## config.mk

```make
export PLATFORM = sky130hd
export DESIGN_NAME = npc_bpred
export DESIGN_NICKNAME = d
export VERILOG_FILES = /design/src/rtl/npc_bpred.sv
export SDC_FILE = /design/constraint.sdc
export NUM_CORES = 1
export LEC_CHECK = 0
export ABC_AREA = 1
export CAP_MARGIN = 5
export CORE_MARGIN = 4
export CORE_UTILIZATION = 50
export CTS_BUF_LIST = sky130_fd_sc_hd__clkbuf_8
export DETAILED_ROUTE_END_ITERATION = 12
export GPL_TIMING_DRIVEN = 0
export PLACE_DENSITY_LB_ADDON = 0.2
export SETUP_SLACK_MARGIN = 0.3
export SLEW_MARGIN = 30
export SYNTH_ARGS = -nofsm -noshare
export SYNTH_HDL_FRONTEND = slang
export SYNTH_SLANG_ARGS = --single-unit
```

## constraint.sdc

```tcl
create_clock -name clk -period 4.8 [get_ports clk]
set_input_delay 0.48 -clock clk [delete_from_list [all_inputs] [get_ports clk]]
set_output_delay 0.48 -clock clk [all_outputs]
set_load 0.01 [all_outputs]
```

## src/rtl/npc_bpred.sv

```systemverilog
// npc_bpred: fetch PC register with next-PC prediction.
// Optional BTB/BHT predictor built when NPC_BPRED_EN is defined; otherwise the
// block always predicts fall-through and relies on EX redirects.
// Resolved branches/jumps from EX train the tables and redirect on mispredict.
module npc_bpred #(
    parameter int unsigned      WIDTH     = 32,
    parameter logic [WIDTH-1:0] RESET_PC  = 32'h0000_3000,
    parameter int unsigned      BHT_DEPTH = 64
) (
    input  logic             clk,
    input  logic             reset,
    input  logic             stall,
    output logic [WIDTH-1:0] pc,
    output logic             pred_taken,
    output logic [WIDTH-1:0] pred_target,
    input  logic             res_valid,
    input  logic             res_cond,
    input  logic [WIDTH-1:0] res_pc,
    input  logic             res_taken,
    input  logic [WIDTH-1:0] res_target,
    input  logic             res_pred_taken,
    input  logic [WIDTH-1:0] res_pred_target,
    output logic             redirect,
    output logic [15:0]      mispredict_cnt
);

    localparam logic [WIDTH-1:0] PC_INC = WIDTH'(4);

    logic [WIDTH-1:0] pc_plus4;
    logic [WIDTH-1:0] pc_next;

    assign pc_plus4 = pc + PC_INC;

    // A resolved instruction disagrees with what fetch assumed: wrong direction,
    // or taken to a different address than the one fetched.
    assign redirect = res_valid &&
                      ((res_taken != res_pred_taken) ||
                       (res_taken && (res_target != res_pred_target)));

`ifdef NPC_BPRED_EN
    localparam int unsigned IDX   = $clog2(BHT_DEPTH);
    localparam int unsigned TAG_W = WIDTH - IDX - 2;

    logic             valid_q [BHT_DEPTH];
    logic [TAG_W-1:0] tag_q   [BHT_DEPTH];
    logic [WIDTH-1:0] tgt_q   [BHT_DEPTH];
    logic [1:0]       ctr_q   [BHT_DEPTH];

    logic [IDX-1:0]   lk_idx;
    logic [IDX-1:0]   res_idx;
    logic [TAG_W-1:0] lk_tag;
    logic [TAG_W-1:0] res_tag;
    logic             lk_hit;
    logic             res_hit;
    logic             train_write;
    logic [1:0]       res_ctr_next;

    assign lk_idx  = pc[IDX+1:2];
    assign lk_tag  = pc[WIDTH-1:IDX+2];
    assign res_idx = res_pc[IDX+1:2];
    assign res_tag = res_pc[WIDTH-1:IDX+2];

    // Lookup reads the current array contents, so a same-cycle write is seen
    // only from the next cycle on.
    assign lk_hit      = valid_q[lk_idx] && (tag_q[lk_idx] == lk_tag);
    assign pred_taken  = lk_hit && ctr_q[lk_idx][1];
    assign pred_target = lk_hit ? tgt_q[lk_idx] : pc_plus4;

    assign res_hit     = valid_q[res_idx] && (tag_q[res_idx] == res_tag);
    assign train_write = res_valid && (res_taken || res_hit);

    // Next value of the trained counter: jumps pin to strongly taken, new
    // branch allocations start weakly taken, otherwise saturate up/down.
    always_comb begin
        // NOTE: every always_comb output gets a default first so no path leaves it unassigned (no latch).
        res_ctr_next = ctr_q[res_idx];
        if (res_taken) begin
            if (!res_cond) begin
                res_ctr_next = 2'b11;
            end else if (!res_hit) begin
                res_ctr_next = 2'b10;
            end else if (ctr_q[res_idx] != 2'b11) begin
                res_ctr_next = ctr_q[res_idx] + 2'd1;
            end
        end else if (ctr_q[res_idx] != 2'b00) begin
            res_ctr_next = ctr_q[res_idx] - 2'd1;
        end
    end

    // Valid bits and counters: cleared in one cycle by reset, trained from EX.
    always_ff @(posedge clk) begin
        if (reset) begin
            for (int i = 0; i < int'(BHT_DEPTH); i++) begin
                valid_q[i] <= 1'b0;
                ctr_q[i]   <= 2'b01;
            end
        end else if (train_write) begin
            valid_q[res_idx] <= 1'b1;
            ctr_q[res_idx]   <= res_ctr_next;
        end
    end

    // Tag/target payload: only meaningful behind a valid bit.
    always_ff @(posedge clk) begin
        // NOTE: payload arrays are not reset; the cleared valid bits already mask stale contents.
        if (!reset && res_valid && res_taken) begin
            tag_q[res_idx] <= res_tag;
            tgt_q[res_idx] <= res_target;
        end
    end
`else
    logic unused_res_cond;

    assign unused_res_cond = res_cond;
    assign pred_taken      = 1'b0;
    assign pred_target     = pc_plus4;
`endif

    // Next-PC select: redirect beats stall, stall beats prediction.
    always_comb begin
        pc_next = pc_plus4;
        if (redirect) begin
            pc_next = res_taken ? res_target : (res_pc + PC_INC);
        end else if (stall) begin
            pc_next = pc;
        end else if (pred_taken) begin
            pc_next = pred_target;
        end
    end

    // Fetch PC register.
    always_ff @(posedge clk) begin
        // NOTE: sequential state uses non-blocking assignments so all registers update from pre-edge values.
        if (reset) begin
            pc <= RESET_PC;
        end else begin
            pc <= pc_next;
        end
    end

    // Saturating count of redirects.
    always_ff @(posedge clk) begin
        if (reset) begin
            mispredict_cnt <= 16'd0;
        end else if (redirect && (mispredict_cnt != 16'hFFFF)) begin
            mispredict_cnt <= mispredict_cnt + 16'd1;
        end
    end

endmodule

```

==> Word level (Yosys, flattened, before mapping) <==
Cells that the tools add are included.
{ "word_totals": {"register_bits": 48, "inputBits": 103, "output_inout_bits": 82, "word_cells": 16} }
{ "classes": {"addsub": 3, "eq_ne": 4, "mux": 3, "reduce_logical": 4} }
{ "op_table": {"columns": ["op", "count"], "rows": [
  ["2-to-1 mux 32 bit", 3],
  ["adder 32 x 3 -> 32 bit (second input constant)", 2],
  ["!= test 32 bit", 1],
  ["adder 16 x 1 -> 16 bit (second input constant)", 1],
  ["!= test 16 bit (second input constant)", 1],
  ["logical AND 1 bit", 3],
  ["!= test 2 x 1 -> 1 bit (second input constant)", 1],
  ["logical OR 1 bit", 1],
  ["!= test 1 bit", 1]
]} }

==> Longest topological paths before layout <==
Gate-level depths: netlist of run 1.
{ "logic_depth": {"depth_word": 5, "ltp_mapped": 16, "ltp_nobuf": 15} }

==> Worst setup path after synthesis of run 1 <==
OpenSTA, ideal clock, no wires.
{ "synth_path": {"path_type": "input to output", "start": "in res_taken", "end": "out redirect", "arrival_ns": 1.458, "required_ns": 4.320, "slack_ns": 2.862, "stages": 10, "n_path_buf": 2, "cell_sequence": "buf_4 nand2_1 o21bai_1 nor2_1 nand2_1 nor2_2 nand3_2 nand2_2 inv_1 clkbuf_1"} }
{ "synth_via": {"elab_chain_len": 3, "elab_cells_between_ends": 4, "cone_classes": "eq/ne: 1; reduce/logical: 3"} }
{ "synth_rtl": {"columns": ["item", "line_no", "text"], "rows": [
  ["start, declared", "19", "input logic res_taken,"],
  ["!= test 1 bit / logical AND 1 bit (equally long branches)", "37, 38", null],
  ["logical OR 1 bit (*)", "37", "((res_taken != res_pred_taken) ||"],
  ["logical AND 1 bit (*)", "36", "assign redirect = res_valid &&"],
  ["end, declared", "23", "output logic redirect,"]
]} }
Mark *: on every way between the ends. The rest lies on a longest branch, timed or not.

==> Final worst setup path of run 1 <==
{ "layout_path": {"start": "in res_target[9]", "end": "out redirect"} }
{ "layout_via": {"elab_chain_len": 4} }
{ "layout_rtl": {"columns": ["item", "line_no", "text"], "rows": [
  ["start, declared", "20", "input logic [WIDTH-1:0] res_target,"],
  ["!= test 32 bit", "38", "(res_taken && (res_target != res_pred_target)));"],
  ["logical AND 1 bit", "38", null],
  ["logical OR 1 bit", "37", null],
  ["logical AND 1 bit", "36", null]
]} }
No other way between the ends.

==> results of run 1 <==
## state kept, by name, summed over array words and instances (netlist names)
name and cells:
mispredict_cnt 16, pc 32
## worst max-delay path, stage by stage
cell and delay (ns):
clkdlybuf4s50_1 0.45, inv_1 0.09, nand2_1 0.12, nand2_1 0.09, inv_1 0.04, nand2_1 0.05, nor2_1 0.03, nand2_1 0.13
nor2_1 0.08, nand3_2 0.09, nand2_2 0.09, inv_1 0.11, clkbuf_1 0.36, clkdlybuf4s50_1 0.62
## worst max path at each step
stage	start	endpoint	slack, ns
finish	res_target[9]	redirect	1.50
global placement	res_target[9]	redirect	1.54
CTS	res_target[9]	redirect	1.55
global route	res_target[9]	redirect	1.34
floorplan	res_taken	redirect	2.86
detailed placement	res_target[9]	redirect	1.55
## cells by family after synthesis
logic type,share of synthesized area
xor gates and xnor gates,0.115
buffers and inverters,0.113
and+or+nand+nor,0.511
other,0.000759
muxes,0.00203
AOI/OAI and AO/OA,0.0562
adders and majority gates,0.00760
DFF,0.195
## synthesized netlist by cell type, types with 7 or more instances
cell,number,area share
xnor2_1,30,0.053
xor2_1,35,0.062
clkbuf_1,14,0.011
nand2_1,259,0.20
nand4_1,21,0.027
nand3_1,136,0.14
o21ai_0,28,0.028
dfxtp_1,48,0.19
a21oi_1,19,0.019
nor2_1,102,0.078
nor3_1,16,0.016
buf_2,7,0.0071
inv_1,93,0.071
nand3b_1,13,0.020
## metrics by stage
step / area [um2] / total power [W] / util / setup slack, ns
finish: 6980 / 0.00113 / 0.721 / 1.50
global route: 6980 / 0.00119 / 0.721 / 1.34
CTS: 6980 / 0.00113 / 0.721 / 1.55
detailed placement: 6900 / 0.000893 / 0.712 / 1.55
global placement: 6900 / 0.000890 / 0.712 / 1.54
floorplan: 4940 / 0.000653 / - / 2.86
## per-layer routing
layer / vias to the layer above / global-route usage / part of all wire
met2: 345 / 0.542 / 0.46
met3: 53 / 0.0756 / 0.099
met5: - / 0 / 0
met4: 0 / 0.0875 / 0.029
met1: 2840 / 0.411 / 0.41
li1: 3155 / - / -
## power breakdown
group / internal (W) / switching (W) / leakage (nW)
combinational: 0.000222 / 0.000216 / 2.53
clock: 0.0000990 / 0.000140 / 0.0400
sequential: 0.000419 / 0.0000342 / 0.393
## area by class of cell
class	instances	share of cell area
plain buffers	36	0.0292
clock buffers	5	0.00986
clock inverters	2	0.00179
inverters	94	0.0506
multi-input cells	692	0.490
flip-flops and latches	48	0.138
well taps	133	0.0238
repair buffers	179	0.257
==> out/results.tsv, run 1 <==
stage	metric	value	unit
outcome	outcome	finished clean	
synth	syn_avg_cell_area	5.68	um2
synth	synth_nets	976	
clock_tree	cts_setup_buffers	0	
global_routing	antenna_found_initial	0	
global_routing	grt_pass1_wl	29.9	mm
floorplanning	start_util	0.510	
drt	drc	0	
synth	syn-cell-area	4940	um2
global_routing	grt_max_degree	15	
min_path	hold_depth	2	
min_path	min_to	mispredict_cnt[5]	
synth	async_reset_ff_frac	0	
sta	finalSetupViolations	0	
cells_and_area	multi_input_area	3420	um2
placement	place_inst	1182	
synth	ys_warn_count	0	
cells_and_area	area_growth	41.3	%
pwr	ir_drop	0.000161	V
drt	dr_total_vias	6393	
clock_tree	clkSinkCount	48	
floorplanning	ios	185	
sta	grt_setup_unrepaired	no	
clock_tree	clock_latency	0.31	ns
synth	synth_flop_cell	dfxtp_1	
synth	yosysUniqueCellTypes	37	
floorplanning	die_h	107	um
floorplanning	die_w	107	um
clock_tree	cts-buffers-inserted	5	
clock_tree	clkSlewWorstSetupHoldPaths	0.09	ns
setup_path	r2r_setup_slack	2.76	ns
job	maxCapViolCount	0	
cells_and_area	final_cell_mix	259 x nand2_1, 179 x clkdlybuf4s50_1, 136 x nand3_1, 102 x nor2_1, 93 x inv_1	
drt	drt_pass1_iterations	5	
sta	worst_clock_skew	0.00779	ns
sta	fin_crit	3.30	ns
clock_tree	cts_tree	yes	
setup_path	worstSetupStartpointType	input pin	
clock_tree	cts.htree.levels	2	
synth	yosysSeqAreaShare	0.195	
setup_path	timing_worst_setup_path_type	input pin to primary output	
drt	vias_per_cell	5.38	
setup_path	critPathRequiredTime	4.32	ns
setup_path	crit_fanout	10	
pwr	leakagePower	2.96	nW
drt	routed_wl	18.8	mm
sta	relSlewSlack	0.620	
synth	synth-edff-count	0	
pwr	powerDensity	162	nW/um2
placement	place_congestion	0.954	
sta	period_share	0.687	
floorplanning	coreArea	9680	um2
min_path	min_path_type	flip-flop to flip-flop	
sta	max_freq	303	MHz
clock_tree	cts_repair_resize_count	0	
cells_and_area	ff_latch_area	961	um2
setup_path	arrival	2.82	ns
global_routing	track_usage	0.321	
cells_and_area	nFillCells	889	
cells_and_area	drive_above_1_share	0.0388	
clock_tree	postCtsHoldBufs	0	
global_routing	grt_overflow	0	
floorplanning	rows	36	
sta	setup_tns	0	ns
setup_path	end_kind	primary output	
sta	fin_hold_ws	0.502	ns
floorplanning	die_area	11500	um2
synth	ys_ff_latch	48	
cells_and_area	final_common_cell	nand2_1	
clock_tree	cts_buffer_depth	2	
placement	io_buffer_count	179	
sta	hold_viol_final	0	
clock_tree	cts_root_buffer	clkbuf_8	
drt	wl_per_cell	15.8	um
setup_path	r2r_cells	10	
sta	finalMaxSlewViolations	0	
min_path	min_from	mispredict_cnt[5]	
cells_and_area	n_antenna_cell	0	
placement	hpwl	15.5	mm
synth	netlist_instances	870	
cells_and_area	fin_nets	1162	
cells_and_area	layout.cells.non_filler	1189	
sta	worst_slew_pin_slew	0.570	ns
drt	drtAntennaViolNets	0	
global_routing	grt_pass1_vias	6026	
setup_path	r2r_end	pc[28]	
drt	initialDrtViolationCount	509	
setup_path	r2r-start	pc[11]	
No activity file was read; power rests on OpenSTA's default activity.
==> inputs of run 2 (changes only) <==
--- a/config.mk
+++ b/config.mk
@@ -8,7 +8,7 @@
 export ABC_AREA = 1
 export CAP_MARGIN = 5
 export CORE_MARGIN = 4
-export CORE_UTILIZATION = 50
+export CORE_UTILIZATION = 47
 export CTS_BUF_LIST = sky130_fd_sc_hd__clkbuf_8
 export DETAILED_ROUTE_END_ITERATION = 12
 export GPL_TIMING_DRIVEN = 0
==> constraint.sdc (replaced) <==
create_clock -name clk -period 3.1 [get_ports clk]
set_input_delay 0.31 -clock clk [delete_from_list [all_inputs] [get_ports clk]]
set_output_delay 0.31 -clock clk [all_outputs]
set_load 0.01 [all_outputs]
==> run 2 against run 1 <==
  * Utilization shrank 3.3 points
  * Highest routed layer unchanged
  * Register-to-register slack worse by 1.7 ns
  * Via count down 0.28%
  * Combinational power increased by 57%
  * Cell count rose by 0.34%
  * Worst setup slack got worse by 1.1 ns
  * Clock power up 72%
  * Die area is 5.9% higher
  * Wire length is 2.9% higher
  * Power rose by 60%
  * Final area is 1.2% higher
==> out/results.tsv, run 2 (synthesis gave the netlist of run 1 again) <==
stage	metric	value	unit	change
cells_and_area	fin_nets	1163		+0.086%
global_routing	grt_pass1_vias	6029		+0.050%
global_routing	antenna_found_initial	0		unchanged
clock_tree	cts.htree.levels	2		unchanged
clock_tree	clock_latency	0.31	ns	about the same
global_routing	grt_max_degree	15		unchanged
sta	relSlewSlack	0.608		-0.0124
setup_path	cp_top_family	buffers and inverters		
placement	dp_slack	0.279	ns	-1.27 ns
global_routing	grt_pass1_wl	30.5	mm	+2.0%
pwr	leakagePower	3.03	nW	+2.3%
sta	setup_ws	0.381	ns	-1.12 ns
floorplanning	die_w	111	um	+2.9%
setup_path	crit_buf_inv	3		-3
placement	hpwl	16.4	mm	+5.7%
sta	grt_setup_unrepaired	yes		
global_routing	grt_overflow	0		unchanged
setup_path	critPathMostFrequentCell	inv_1		
global_routing	track_usage	0.304		-0.0170
pwr	finalPower	0.00180	W	+60%
sta	setup_tns	0	ns	unchanged
pwr	pwr-share-comb	0.381		-0.007
cells_and_area	area_growth	43.0	%	
setup_path	worstSetupStartpointType	flip-flop		
cells_and_area	regMostFlops	pc		
clock_tree	cts-buffers-inserted	5		unchanged
setup_path	timing_worst_setup_path_type	flip-flop to primary output		
cells_and_area	reg.largest.list	pc: 32 flops, mispredict_cnt: 16 flops		
drt	wl_per_cell	16.2	um	+2.6%
floorplanning	start_util	0.481		-0.0294
placement	placed_area	6900	um2	about the same
floorplanning	die_h	111	um	+2.9%
sta	hold_viol_final	0		unchanged
setup_path	cp_slowest_stage_delay	0.56	ns	-0.06 ns
floorplanning	ios	185		unchanged
floorplanning	die_area	12200	um2	+5.9%
clock_tree	postCtsHoldBufs	0		unchanged
clock_tree	cts_tree	yes		
setup_path	slowest_stage	clkdlybuf4s50_1		
sta	period_share	0.877		
pwr	ir_drop	0.000206	V	+28%
sta	finalSetupViolations	0		unchanged
drt	dr_total_vias	6375		-0.28%
placement	io_buffer_count	179		unchanged
setup_path	crit_chain	ha_2, inv_1, nor2_2, nand2_1, inv_1, nand4_1, xnor2_2, clkdlybuf4s50_1		
cells_and_area	n_antenna_cell	0		unchanged
sta	worst_clock_skew	0.0215	ns	+0.0138 ns
cells_and_area	final_common_cell	nand2_1		
clock_tree	cts_buffer_depth	2		unchanged
clock_tree	cts_root_buffer	clkbuf_8		
cells_and_area	final_area	7060	um2	+1.2%
floorplanning	coreArea	10300	um2	+6.1%
placement	place_congestion	1.02		+7.4%
pwr	p_clk_frac	0.229		+0.018
sta	fin_crit	2.72	ns	
pwr	netSwitchingPower	0.000626	W	+61%
clock_tree	clkSinkCount	48		unchanged
job	maxCapViolCount	0		unchanged
cells_and_area	final_cell_mix	259 x nand2_1, 178 x clkdlybuf4s50_1, 135 x nand3_1, 100 x nor2_1, 93 x inv_1		
cells_and_area	drive_above_1_share	0.0549		+0.0160
sta	max_freq	368	MHz	
setup_path	end_kind	primary output		
pwr	switching_share	0.347		+0.00244
drt	routed_wl	19.3	mm	+2.9%
min_path	min_path_type	input pin to flip-flop		
clock_tree	clkSlewWorstSetupHoldPaths	0.10	ns	about the same
pwr	pwr-share-seq	0.391		-0.010
drt	drc	0		unchanged
sta	fin_hold_ws	0.337	ns	-0.166 ns
sta	worst_slew_pin_slew	0.588	ns	+0.0186 ns
pwr	powerDensity	255	nW/um2	+58%
pwr	power.internal	0.00118	W	+59%
outcome	outcome	finished clean		
floorplanning	rows	37		+2.8%
cells_and_area	largest_reg_flops	32		unchanged
sta	finalMaxSlewViolations	0		unchanged
setup_path	arrival	2.41	ns	-0.41 ns
drt	initialDrtViolationCount	587		+15%
drt	drt_pass1_iterations	5		unchanged
drt	drtAntennaViolNets	0		unchanged
drt	vias_per_cell	5.34		-0.62%
setup_path	crit_fanout	4		-6
setup_path	critPathRequiredTime	2.79	ns	-1.53 ns
[run 2: per-stage QoR]
step                instances  utilization
floorplan                 870            -
global placement         1185        0.672
detailed placement       1185        0.672
CTS                      1192        0.682
global route             1193        0.687
finish                   1193        0.687
[run 2: area by class of cell]
| type | count | area [um2] |
|---|---|---|
| Buffer | 36 | 205 |
| Clock buffer | 6 | 82.6 |
| Multi-Input combinational cell | 692 | 3470 |
| Inverter | 94 | 353 |
| Timing Repair Buffer | 180 | 1800 |
| Clock inverter | 1 | 8.76 |
| Sequential cell | 48 | 968 |
| Tap cell | 136 | 170 |
| Fill cell | 980 | 3210 |
[run 2: final timing paths]
| check | depth (start not counted) | slack, ns | startpoint | end |
|---|---|---|---|---|
| hold / removal | 2 | 0.34 | reset | mispredict_cnt[14] |
| hold reg to reg | 2 | 0.52 | mispredict_cnt[0] | mispredict_cnt[0] |
| setup / recovery | 8 | 0.38 | pc[3] | pred_target[26] |
| setup reg to reg | 7 | 1.01 | mispredict_cnt[1] | mispredict_cnt[8] |
[run 2: worst register-to-register path: cells and delay by family, from the launching register on]
kind            cells  cell delay (ns)
buf+inv             1             0.33
simple gates        4             0.92
compound gates      1             0.07
fa+ha+maj           1             0.22
flops               1             0.40
[run 2: power groups by stage]
stage          logic (W)  registers [W]  clock network [W]
3_5_place_dp    0.000675       0.000713                  0
2_1_floorplan   0.000296       0.000714                  0
5_1_grt         0.000743       0.000709           0.000436
3_3_place_gp    0.000669       0.000712                  0
6_report        0.000686       0.000703           0.000412
4_1_cts         0.000678       0.000700           0.000414
[run 2: what timing repair did]
| action | CTS | global route |
|---|---|---|
| resized for setup | 4 | 14 |
| setup buffers | 0 | 1 |
| pin swaps | 0 | 1 |
| setup endpoints to repair | 4 | 10 |
[run 2: routing by layer]
layer	global-route usage	up-vias	wire [um]
met5	0	-	0
met4	0.0952	0	545
met3	0.0663	44	1690
met2	0.519	293	9020
met1	0.382	2868	8040
li1	-	3170	-
==> inputs of run 3 (changes only) <==
--- a/config.mk
+++ b/config.mk
@@ -14,7 +14,7 @@
 export GPL_TIMING_DRIVEN = 0
 export PLACE_DENSITY_LB_ADDON = 0.2
 export SETUP_SLACK_MARGIN = 0.3
-export SLEW_MARGIN = 30
+export SLEW_MARGIN = 20
 export SYNTH_ARGS = -nofsm -noshare
 export SYNTH_HDL_FRONTEND = slang
 export SYNTH_SLANG_ARGS = --single-unit
==> results of run 3 <==
The final DEF is identical to that of run 2; final timing and power are the same.
